--- src/rtl/regfile_loader_pkg.sv ---
// rtl/regfile_loader_pkg.sv - shared constants and state encoding for regfile_loader
// Contents: stream/register-file widths, frame depth, frame counter width,
// FSM state values and the state_t enum built from them.
package regfile_loader_pkg;

  localparam int DATA_W      = 8;
  localparam int DEPTH       = 16;  // entries per frame, power of two
  localparam int ADDR_W      = 4;   // log2(DEPTH)
  localparam int FRAME_CNT_W = 8;

  localparam logic [2:0] IDLE = 3'd0;
  localparam logic [2:0] LOAD = 3'd1;
  localparam logic [2:0] PAD  = 3'd2;
  localparam logic [2:0] KICK = 3'd3;
  localparam logic [2:0] WAIT = 3'd4;

  typedef enum logic [2:0] {
    S_IDLE = IDLE,
    S_LOAD = LOAD,
    S_PAD  = PAD,
    S_KICK = KICK,
    S_WAIT = WAIT
  } state_t;

endpackage

--- src/rtl/regfile_loader_if.sv ---
// rtl/regfile_loader_if.sv - byte stream, register file write port and processor handshake bundle
// Signals:
//   in_data/in_valid/in_last/in_ready  byte stream into the loader
//   W_Addr/W_Data/W_en                 register file write port
//   go/done                            processor start pulse / completion pulse
//   busy/pad_cnt/frame_cnt             loader status
// Modports: slave = loader side, master = stream source / processor side.
interface regfile_loader_if;
  import regfile_loader_pkg::*;

  logic [DATA_W-1:0]      in_data;
  logic                   in_valid;
  logic                   in_last;
  logic                   in_ready;
  logic [ADDR_W-1:0]      W_Addr;
  logic [DATA_W-1:0]      W_Data;
  logic                   W_en;
  logic                   go;
  logic                   done;
  logic                   busy;
  logic [ADDR_W:0]        pad_cnt;
  logic [FRAME_CNT_W-1:0] frame_cnt;

  modport slave (
    input  in_data, in_valid, in_last, done,
    output in_ready, W_Addr, W_Data, W_en, go, busy, pad_cnt, frame_cnt
  );

  modport master (
    output in_data, in_valid, in_last, done,
    input  in_ready, W_Addr, W_Data, W_en, go, busy, pad_cnt, frame_cnt
  );

endinterface

--- src/rtl/regfile_loader.sv ---
// rtl/regfile_loader.sv - loads a byte frame into the 16x8 register file and kicks the processor
// Ports:
//   Clk  rising-edge clock
//   Rst  synchronous active-high reset
//   bus  regfile_loader_if.slave: stream in, register file write port,
//        go/done handshake with the processor, busy/pad_cnt/frame_cnt status
// Every output is registered. Writes trail their acceptance by one cycle, so
// go (issued from KICK) lands on the cycle after the final write.
module regfile_loader
  import regfile_loader_pkg::*;
(
  input logic              Clk,
  input logic              Rst,
  regfile_loader_if.slave  bus
);

  localparam logic [ADDR_W:0] WR_LAST = (ADDR_W+1)'(DEPTH - 1);

  state_t          state;
  logic [ADDR_W:0] wr_idx;
  logic            done_q;
  logic            accept;
  logic            done_rise;

  assign accept    = bus.in_valid && bus.in_ready;
  assign done_rise = bus.done && !done_q;

  always_ff @(posedge Clk) begin
    if (Rst) begin
      state         <= S_IDLE;
      wr_idx        <= '0;
      done_q        <= 1'b0;
      bus.in_ready  <= 1'b0;
      bus.W_en      <= 1'b0;
      bus.go        <= 1'b0;
      bus.busy      <= 1'b0;
      bus.W_Addr    <= '0;
      bus.W_Data    <= '0;
      bus.pad_cnt   <= '0;
      bus.frame_cnt <= '0;
    end else begin
      bus.W_en <= 1'b0;
      bus.go   <= 1'b0;
      done_q   <= bus.done;

      case (state)
        // IDLE and LOAD share the write path: wr_idx is 0 in IDLE, so the
        // first accepted byte lands in entry 0.
        S_IDLE, S_LOAD: begin
          bus.in_ready <= 1'b1;
          if (accept) begin
            bus.W_en   <= 1'b1;
            bus.W_Addr <= wr_idx[ADDR_W-1:0];
            bus.W_Data <= bus.in_data;
            wr_idx     <= wr_idx + 1'b1;
            bus.busy   <= 1'b1;
            if (wr_idx == WR_LAST) begin
              // Full frame; in_last here is redundant.
              state        <= S_KICK;
              bus.in_ready <= 1'b0;
              bus.pad_cnt  <= '0;
            end else if (bus.in_last) begin
              // k = wr_idx+1 bytes received, DEPTH-k entries to zero-fill.
              state        <= S_PAD;
              bus.in_ready <= 1'b0;
              bus.pad_cnt  <= WR_LAST - wr_idx;
            end else begin
              state <= S_LOAD;
            end
          end
        end

        S_PAD: begin
          bus.W_en   <= 1'b1;
          bus.W_Addr <= wr_idx[ADDR_W-1:0];
          bus.W_Data <= '0;
          wr_idx     <= wr_idx + 1'b1;
          if (wr_idx == WR_LAST) begin
            state <= S_KICK;
          end
        end

        S_KICK: begin
          bus.go <= 1'b1;
          state  <= S_WAIT;
        end

        S_WAIT: begin
          if (done_rise) begin
            state         <= S_IDLE;
            wr_idx        <= '0;
            bus.in_ready  <= 1'b1;
            bus.busy      <= 1'b0;
            bus.frame_cnt <= bus.frame_cnt + 1'b1;
          end
        end

        default: begin
          state        <= S_IDLE;
          wr_idx       <= '0;
          bus.in_ready <= 1'b0;
          bus.busy     <= 1'b0;
        end
      endcase
    end
  end

endmodule

--- src/flat_wrapper.sv ---
// flat-port wrapper written by rule: the top's interface ports become plain ports
module regfile_loader_flat import regfile_loader_pkg::*;
  (Clk, Rst, bus_in_data, bus_in_valid, bus_in_last, bus_done, bus_in_ready, bus_W_Addr, bus_W_Data, bus_W_en, bus_go, bus_busy, bus_pad_cnt, bus_frame_cnt);
  regfile_loader_if bus_i ();
  input logic Clk;
  input logic Rst;
  input wire logic [$bits(bus_i.in_data)-1:0] bus_in_data;
  input wire logic [$bits(bus_i.in_valid)-1:0] bus_in_valid;
  input wire logic [$bits(bus_i.in_last)-1:0] bus_in_last;
  input wire logic [$bits(bus_i.done)-1:0] bus_done;
  output wire logic [$bits(bus_i.in_ready)-1:0] bus_in_ready;
  output wire logic [$bits(bus_i.W_Addr)-1:0] bus_W_Addr;
  output wire logic [$bits(bus_i.W_Data)-1:0] bus_W_Data;
  output wire logic [$bits(bus_i.W_en)-1:0] bus_W_en;
  output wire logic [$bits(bus_i.go)-1:0] bus_go;
  output wire logic [$bits(bus_i.busy)-1:0] bus_busy;
  output wire logic [$bits(bus_i.pad_cnt)-1:0] bus_pad_cnt;
  output wire logic [$bits(bus_i.frame_cnt)-1:0] bus_frame_cnt;
  assign bus_i.in_data = bus_in_data;
  assign bus_i.in_valid = bus_in_valid;
  assign bus_i.in_last = bus_in_last;
  assign bus_i.done = bus_done;
  assign bus_in_ready = bus_i.in_ready;
  assign bus_W_Addr = bus_i.W_Addr;
  assign bus_W_Data = bus_i.W_Data;
  assign bus_W_en = bus_i.W_en;
  assign bus_go = bus_i.go;
  assign bus_busy = bus_i.busy;
  assign bus_pad_cnt = bus_i.pad_cnt;
  assign bus_frame_cnt = bus_i.frame_cnt;
  regfile_loader u_core (.Clk(Clk), .Rst(Rst), .bus(bus_i));
endmodule
--- config.mk ---
export PLATFORM = sky130hd
export DESIGN_NAME = regfile_loader_flat
export DESIGN_NICKNAME = d
export VERILOG_FILES = /design/src/rtl/regfile_loader_pkg.sv /design/src/rtl/regfile_loader_if.sv /design/src/rtl/regfile_loader.sv /design/src/flat_wrapper.sv
export SDC_FILE = /design/constraint.sdc
export NUM_CORES = 1
export LEC_CHECK = 0
export BUFFER_PORTS_ARGS = -buffer_cell sky130_fd_sc_hd__buf_2
export CAP_MARGIN = 40
export CORE_MARGIN = 2
export CORE_UTILIZATION = 40
export DETAILED_ROUTE_END_ITERATION = 8
export HOLD_SLACK_MARGIN = 0.06
export PLACE_DENSITY = 0.66
export SYNTH_ARGS = -nofsm -noshare
export SYNTH_HDL_FRONTEND = slang
export SYNTH_SLANG_ARGS = --single-unit
--- constraint.sdc ---
create_clock -name Clk -period 1.4 [get_ports Clk]
set_input_delay 0.21 -clock Clk [delete_from_list [all_inputs] [get_ports Clk]]
set_output_delay 0.21 -clock Clk [all_outputs]
set_load 0.02 [all_outputs]
Yosys cells after proc, flatten, opt, wreduce, memory -nomap -nowiden
Cells that the tools add are included.
{"block": "word_totals", "register_bits": 38, "in_bits": 13, "output_inout_bits": 29}
{"block": "op_classes", "addsub": 3, "eq_ne": 8, "muxes": 26, "bitwise": 2, "n_reduce_logical": 15}
{"op": "$mux 5", "count": 4}
{"op": "$pmux 5 s4", "count": 1}
{"op": "$pmux 8 s2", "count": 1}
{"op": "$mux 3", "count": 4}
{"op": "$pmux 3 s4", "count": 1}
{"op": "$reduce_and 3->1", "count": 4}
{"op": "$add 8x1->8 const B", "count": 1}
{"op": "$mux 1", "count": 8}
{"op": "$mux 8", "count": 1}
{"op": "$pmux 4 s2", "count": 1}
{"op": "$eq 3x2->1 const B", "count": 2}
{"op": "$ne 2x1->1 const B", "count": 3}
{"op": "$pmux 1 s3", "count": 2}
{"op": "$reduce_and 2->1", "count": 3}
{"op": "$add 5x1->5 const B", "count": 1}
{"op": "$eq 5x4->1 const B", "count": 1}
{"op": "$sub 4x5->5 const A", "count": 1}
{"op": "$mux 4", "count": 1}
{"op": "$reduce_bool 2->1", "count": 2}
{"op": "$reduce_or 2->1", "count": 2}
{"op": "$eq 3x1->1 const B", "count": 1}
{"op": "$eq 3x3->1 const B", "count": 1}
{"op": "$logic_not 3->1", "count": 1}
{"op": "$logic_and 1x1->1", "count": 2}
{"op": "4 further kinds", "count": 5}

Logic depth before layout (Yosys ltp)
Gate-level depths: netlist of run 1.
{"block": "depth", "word_depth": 4, "depth_mapped": 5, "mapped_depth_nobuf": 5}

Worst setup path before layout of run 1
OpenSTA, ideal clock, no wires.
{"block": "synth_timing", "kind": "flip-flop to flip-flop", "start": "register u_core.bus.in_ready", "end": "register u_core.bus.W_Data[0]", "t_arrival_ps": 1365, "path_slack_ps": -82, "path_stages_with_launch": 5, "path_buffers": 0, "path_cell_list": "dfxtp_1 -> nand3b_4 -> a21oi_2 -> nor2_2 -> a22o_1"}
{"block": "synth_between", "elab_chain_len": 3}
{"element": "start: declaration", "line_no": "regfile_loader_if.sv:26", "source": "output in_ready, W_Addr, W_Data, W_en, go, busy, pad_cnt, frame_cnt"}
{"element": "start signal: assignment", "line_no": "regfile_loader.sv:33", "source": "bus.in_ready <= 1'b0;"}
{"element": "start signal: assignment", "line_no": "regfile_loader.sv:50", "source": "bus.in_ready <= 1'b1;"}
{"element": "start signal: assignment", "line_no": "regfile_loader.sv:60", "source": "bus.in_ready <= 1'b0;"}
{"element": "$logic_and 1x1->1", "line_no": "regfile_loader.sv:25", "source": "assign accept = bus.in_valid && bus.in_ready;"}
{"element": "$ne 2x1->1 (no line)"}
{"element": "$reduce_and 2->1 (no line)"}
{"element": "end signal: assignment", "line_no": "regfile_loader.sv:54", "source": "bus.W_Data <= bus.in_data;"}
{"element": "end: declaration", "line_no": "regfile_loader_if.sv:26"}
No other way between the ends.
A chain may end at the register's enable or synchronous reset.

Worst setup path in the final report of run 1
{"block": "layout_timing", "start": "register u_core.state[1]", "end": "register u_core.wr_idx[3]"}
{"block": "layout_between", "elab_chain_len": 4, "word_cells_on_any_way": 11}
{"element": "start: declaration", "line_no": "regfile_loader.sv:19", "source": "state_t state;"}
{"element": "start signal: assignment", "line_no": "regfile_loader.sv:30", "source": "state <= S_IDLE;"}
{"element": "start signal: assignment", "line_no": "regfile_loader.sv:59", "source": "state <= S_KICK;"}
{"element": "start signal: assignment", "line_no": "regfile_loader.sv:64", "source": "state <= S_PAD;"}
{"element": "$eq 3x1->1 or $logic_not 3->1 (tied branches)", "line_no": "regfile_loader.sv:46", "source": "case (state)"}
{"element": "$reduce_or 2->1", "line_no": "regfile_loader.sv:46"}
{"element": "$ne 2x1->1 (no line)"}
{"element": "$reduce_and 3->1 (no line)"}
{"element": "end signal: assignment", "line_no": "regfile_loader.sv:55", "source": "wr_idx <= wr_idx + 1'b1;"}
{"element": "end signal: assignment", "line_no": "regfile_loader.sv:77", "source": "wr_idx <= wr_idx + 1'b1;"}
{"element": "end: declaration", "line_no": "regfile_loader.sv:20", "source": "logic [ADDR_W:0] wr_idx;"}
Several ways; a longest one is shown, not always the timed one.

==> results.py, run 1 <==
metrics = {
    "outcome": {
        "outcome": "finished clean",
    },
    "detailed_routing": {
        "detail-route-antenna-nets": 0,
        "num_vias": 1351,
        "drt_iter0_markers": 67,
        "drt-total-wl_mm": 3.47,
        "wl_per_cell_um": 12.8,
        "viasPerCell": 4.97,
        "first_pass_iters": 4,
        "post-route-drc-count": 0,
    },
    "yosys": {
        "synthTopCellsByCount": "dfxtp_1, nor2_1, a22o_1, mux2i_1, nor2b_1",
        "ys_seq_area_share_pct": 47.8,
        "synth_top_area_share_pct": 47.8,
        "synthFlopType": "dfxtp_1",
        "ys_types": 41,
        "yosysWarnings": 0,
        "synth_top_area_cell": "dfxtp_1",
        "netlist_area_mm2": 0.00159,
        "syn-instance-count": 162,
        "synth_edf_count": 0,
        "async_flop_share_pct": 0,
        "syn_nets": 177,
        "synthTopCellsByArea": "dfxtp_1, nor2_1, a22o_1",
        "synthMostInstantiatedCell": "dfxtp_1",
        "ys_seq_elements": 38,
        "avgSynthCellArea_um2": 9.83,
    },
    "layout": {
        "finalNonFillerCells": 272,
        "drive_gt1_share_pct": 38.8,
        "postLayoutCoreUtil_pct": 57.0,
        "fillers": 350,
        "layout.nets": 238,
        "fin_area_mm2": 0.00213,
        "area_growth_pct": 33.9,
        "num_antenna_cells": 0,
    },
    "placement": {
        "io_buffers": 41,
        "place_hpwl_mm": 2.58,
        "dp_slack_ps": -79.6,
        "place_congestion": 0.760,
        "placed_area_mm2": 0.00197,
        "dp_cells": 263,
    },
    "die": {
        "dieWidth_um": 67.1,
        "coreArea_mm2": 0.00374,
        "die_h_um": 67.1,
        "die_area_mm2": 0.00450,
        "core.rowCount": 22,
        "num_io_pins": 42,
        "start_util_pct": 42.5,
    },
    "sta": {
        "fin_crit_ps": 1370,
        "period_share_pct": 98.0,
        "tightest_slew_ps": 473,
        "rsz0062_at_grt": "no",
        "finalHoldViolCount": 0,
        "whs_ps": 135,
        "tns_ps": 0,
        "timing.fmax_mhz": 729,
        "fin_ws_ps": 27.5,
        "fin_skew_ps": 4.62,
        "setup_viol": 0,
        "max_slew_margin_pct": 68.3,
        "slew_violations": 0,
    },
    "critical_path": {
        "r2r_setup_slack_ps": 30,
        "reg2reg_to": "u_core.wr_idx[3]$_SDFFE_PP0P_",
        "r2r_cells": 4,
        "crit_chain": "nand3b_4 -> a32o_2 -> or3_1 -> a21oi_1",
        "crit_arrival_ps": 1590,
        "crit-reg2reg-launch": "u_core.state[1]$_SDFFE_PP0P_",
        "start_kind": "register",
        "path_max_fanout": 5,
        "critical-path-max-stage-delay_ps": 370,
        "cp-end-kind": "register",
        "worstSetupPathType": "register to register",
        "cp_data_required_time_ps": 1620,
        "slowest_stage": "dfxtp_4",
    },
    "hold_path": {
        "whs_path_depth": 2,
        "hold_start": "bus_in_data[6]",
        "holdPathEnd": "u_core.bus.W_Data[6]$_SDFFE_PP0P_",
        "hold_class": "input pin to register",
    },
    "grt": {
        "grt_max_degree": 34,
        "grt_first_pass_wirelength_mm": 5.62,
        "grtUsageTotal_pct": 16.7,
        "first_global_vias": 1271,
        "antenna_found_initial": 0,
        "grt_overflow": 0,
    },
    "power": {
        "leakage_nw": 0.977,
        "p_total_mw": 2.30,
        "ir_drop_uv": 766,
        "power_density_mw_per_mm2": 1080,
    },
    "clock_network": {
        "cts_buffers": 5,
        "cts_tree": "done",
        "hold_buffers": 0,
        "path_clk_slew_ps": 70,
        "cts_sinks": 38,
        "worstSkewPairLatency_ps": 290,
        "htree_levels": 2,
        "cts-root-buf": "clkbuf_8",
        "clk_path_buf_depth": 2,
    },
    "flow_run": {
        "maxCapViolations": 0,
    },
}
==> kinds of logic (layout without fill, tap and decap cells) <==
kind of cell	Yosys count	count (layout)	share of synthesized area, %
adders and majority gates	2	2	1.57
and+or+nand+nor	64	64	21.9
buffers and inverters	10	72	3.38
DFF	38	38	47.8
AOI/OAI and AO/OA	29	29	13.7
xor gates and xnor gates	8	8	4.40
muxes	11	11	7.23
==> critical path: cells and delay by family, from the launching register on <==
family | cells | cell delay, ps
simple gates | 2 | 520
compound gates | 2 | 420
flops | 1 | 370
==> how the worst max path moves through the flow <==
stage / start / to / slack [ps]
finish: u_core.state[1]$_SDFFE_PP0P_ / u_core.wr_idx[3]$_SDFFE_PP0P_ / 30
global placement: u_core.state[1]$_SDFFE_PP0P_ / u_core.wr_idx[3]$_SDFFE_PP0P_ / 20
CTS: u_core.state[1]$_SDFFE_PP0P_ / u_core.wr_idx[3]$_SDFFE_PP0P_ / 10
detailed placement: u_core.state[1]$_SDFFE_PP0P_ / u_core.bus.W_Data[2]$_SDFFE_PP0P_ / -80
global route: u_core.state[1]$_SDFFE_PP0P_ / u_core.wr_idx[3]$_SDFFE_PP0P_ / 2
floorplan: u_core.state[1]$_SDFFE_PP0P_ / u_core.bus.W_Data[0]$_SDFFE_PP0P_ / -30
==> cell usage in the layout (no fill, tap or decap), types with 5 or more instances in the layout <==
| cell | Yosys | final |
|---|---|---|
| a21oi_1 | 6 | 5 |
| a22o_1 | 8 | 8 |
| buf_2 | 1 | 41 |
| buf_4 | 0 | 18 |
| clkbuf_8 | 0 | 8 |
| dfxtp_1 | 38 | 36 |
| mux2i_1 | 7 | 7 |
| nand3_1 | 5 | 5 |
| nor2_1 | 25 | 25 |
| nor2b_1 | 7 | 7 |
| xor2_1 | 6 | 6 |
==> flip-flops by register name (all words and copies together) (netlist names), 3 cells and up <==
signal	flops
u_core.bus.W_Data	8
u_core.bus.frame_cnt	8
u_core.bus.pad_cnt	5
u_core.wr_idx	5
u_core.bus.W_Addr	4
u_core.state	3
==> report_power, final <==
part / total (mW) / internal [mW] / switching (mW)
Combinational: 0.295 / 0.137 / 0.158
Clock: 0.859 / 0.497 / 0.363
Sequential: 1.14 / 1.12 / 0.0241
Total: 2.30 / 1.75 / 0.545
==> timing repair <==
| action | in CTS | in global routing |
|---|---|---|
| resized for setup | 3 | 7 |
| endpoints found under the setup margin | 16 | 5 |
| pin swaps | 0 | 1 |
| buffers inserted | 0 | 1 |
==> area by class of cell <==
| type | count | area [um^2] | share of cell area, % |
|---|---|---|---|
| multi-input combinational | 114 | 822 | 38.5 |
| tap | 48 | 60.1 | 2.82 |
| timing repair buffer | 60 | 360 | 16.9 |
| inverter | 4 | 15.0 | 0.704 |
| sequential | 38 | 766 | 35.9 |
| clock buffer | 8 | 110 | 5.16 |
==> per-layer routing <==
layer | up-vias | part of all wire, % | global-route usage, % | routed length (um)
met5 | - | 0 | 0 | 0
met3 | 6 | 5.7 | 5.57 | 196
met2 | 28 | 48 | 28.1 | 1670
met4 | 0 | 1.8 | 7.65 | 63
li1 | 695 | - | - | -
met1 | 622 | 44 | 18.9 | 1540
No activity file was read; power rests on OpenSTA's default activity.
==> run 2, diff against run 1 <==
- GPL_TIMING_DRIVEN: default -> 0
==> results.py, run 2 (synthesized netlist as in run 1, its figures left out) <==
metrics = {
    "outcome": {
        "outcome": "finished with violations",
        "violations": "setup timing",
    },
    "sta": {
        "finalHoldViolCount": 0,
        "tightest_slew_ps": 481,
        "period_share_pct": 103,
        "max_slew_margin_pct": 67.9,
        "slew_violations": 0,
        "fin_skew_ps": 5.34,
        "timing.fmax_mhz": 697,
        "setup_viol": 4,
        "fin_ws_ps": -35.3,
        "rsz0062_at_grt": "yes",
        "fin_crit_ps": 1440,
    },
    "grt": {
        "grt_max_degree": 14,
        "grt_first_pass_wirelength_mm": 5.86,
        "antenna_found_initial": 0,
        "first_global_vias": 1287,
        "grt_overflow": 0,
        "grtUsageTotal_pct": 17.2,
    },
    "placement": {
        "place_hpwl_mm": 2.33,
        "dp_slack_ps": -294,
        "place_congestion": 0.770,
        "io_buffers": 41,
    },
    "critical_path": {
        "slowest_stage": "dfxtp_2",
        "cp_data_required_time_ps": 1620,
        "reg2reg_to": "u_core.wr_idx[3]$_SDFFE_PP0P_",
        "cp-end-kind": "register",
        "crit_arrival_ps": 1660,
        "crit_start": "u_core.state[0]$_SDFFE_PP0P_",
        "crit_chain": "buf_6 -> nand2b_4 -> a32o_2 -> or3_1 -> a21oi_1",
        "critical-path-max-stage-delay_ps": 320,
        "path_max_fanout": 9,
        "r2r_setup_slack_ps": -40,
        "cp-endpoint": "u_core.wr_idx[3]$_SDFFE_PP0P_",
        "start_kind": "register",
        "worstSetupPathType": "register to register",
        "r2r_cells": 5,
        "crit-reg2reg-launch": "u_core.state[0]$_SDFFE_PP0P_",
    },
    "power": {
        "p_total_mw": 2.40,
        "ir_drop_uv": 586,
        "power_density_mw_per_mm2": 1100,
        "leakage_nw": 0.969,
    },
    "clock_network": {
        "worstSkewPairLatency_ps": 290,
        "cts_tree": "done",
        "path_clk_slew_ps": 80,
        "cts_sinks": 38,
        "cts_buffers": 5,
        "cts-root-buf": "clkbuf_8",
        "clk_path_buf_depth": 2,
        "htree_levels": 2,
    },
    "die": {
        "num_io_pins": 42,
        "die_area_mm2": 0.00450,
        "coreArea_mm2": 0.00374,
        "dieWidth_um": 67.1,
        "die_h_um": 67.1,
        "core.rowCount": 22,
        "start_util_pct": 42.5,
    },
    "detailed_routing": {
        "viasPerCell": 5.04,
        "first_pass_iters": 4,
        "detail-route-antenna-nets": 0,
        "num_vias": 1377,
        "wl_per_cell_um": 13.0,
        "post-route-drc-count": 0,
        "drt-total-wl_mm": 3.55,
        "drt_iter0_markers": 45,
    },
    "layout": {
        "num_antenna_cells": 0,
        "layout.nets": 239,
        "fillers": 351,
        "layout_commonest_cell": "buf_2",
        "final_cell_mix": "buf_2, dfxtp_1, nor2_1",
        "largest_registers": "u_core.bus.W_Data: 8 flops, u_core.bus.frame_cnt: 8 flops",
        "drive_gt1_share_pct": 42.2,
        "area_growth_pct": 37.0,
    },
    "hold_path": {
        "hold_start": "bus_in_data[1]",
        "hold_class": "input pin to register",
    },
    "flow_run": {
        "maxCapViolations": 0,
    },
}
## run 2: worst min-delay path by stage
stage | end | slack, ps | depth (start not counted)
4_1_cts | u_core.bus.W_Data[1]$_SDFFE_PP0P_ | 120 | 2
2_1_floorplan | u_core.bus.W_Data[0]$_SDFFE_PP0P_ | 340 | 1
5_1_grt | u_core.bus.W_Data[1]$_SDFFE_PP0P_ | 120 | 2
6_report | u_core.bus.W_Data[1]$_SDFFE_PP0P_ | 120 | 2
3_5_place_dp | u_core.bus.W_Data[0]$_SDFFE_PP0P_ | 430 | 2
3_3_place_gp | u_core.bus.W_Data[5]$_SDFFE_PP0P_ | 420 | 2
## run 2: timing repair
action                                  in CTS  in global routing
gates resized for setup                     18                 14
hold buffers                                 0                  0
setup buffers                               11                  2
pin swaps                                    7                  7
endpoints found under the setup margin      25                 29
## run 2: worst max-delay path: cells and delay by family (launching register included)
| kind | cells | cell delay (ps) |
|---|---|---|
| buf+inv | 1 | 130 |
| simple gates | 2 | 470 |
| flops | 1 | 320 |
| compound gates | 2 | 450 |
## run 2: through the flow
step	utilization (%)	hold slack, ps	cells	TNS [ps]	area, um^2
6_report	58.3	123	273	-59.8	2180
4_1_cts	56.7	120	271	-97.4	2120
3_5_place_dp	49.8	425	252	-3800	1860
2_1_floorplan	-	336	162	-267	1590
5_1_grt	58.3	121	273	-1120	2180
3_3_place_gp	49.7	420	251	-3500	1860
## run 2: cell type report
type	count	area [um^2]	share of cell area [%]
inverters	4	15.0	0.688
flip-flops and latches	38	771	35.3
clock inverters	3	45.0	2.06
multi-input cells	114	848	38.9
repair buffers	55	329	15.1
clock buffers	5	68.8	3.15
well taps	48	60.1	2.75
plain buffers	6	45.0	2.06
## run 2: routing by layer
layer | up-vias | global-route usage, % | part of all wire (%)
met5 | - | 0 | 0
met4 | 0 | 7.65 | 1.6
met3 | 7 | 4.39 | 4.7
met2 | 26 | 27.4 | 49
met1 | 644 | 22.0 | 45
li1 | 700 | - | -
## run 2: report_power, final
group | switching (mW) | internal, mW
clock | 0.398 | 0.530
combinational | 0.167 | 0.153
sequential | 0.0268 | 1.12
total | 0.592 | 1.80
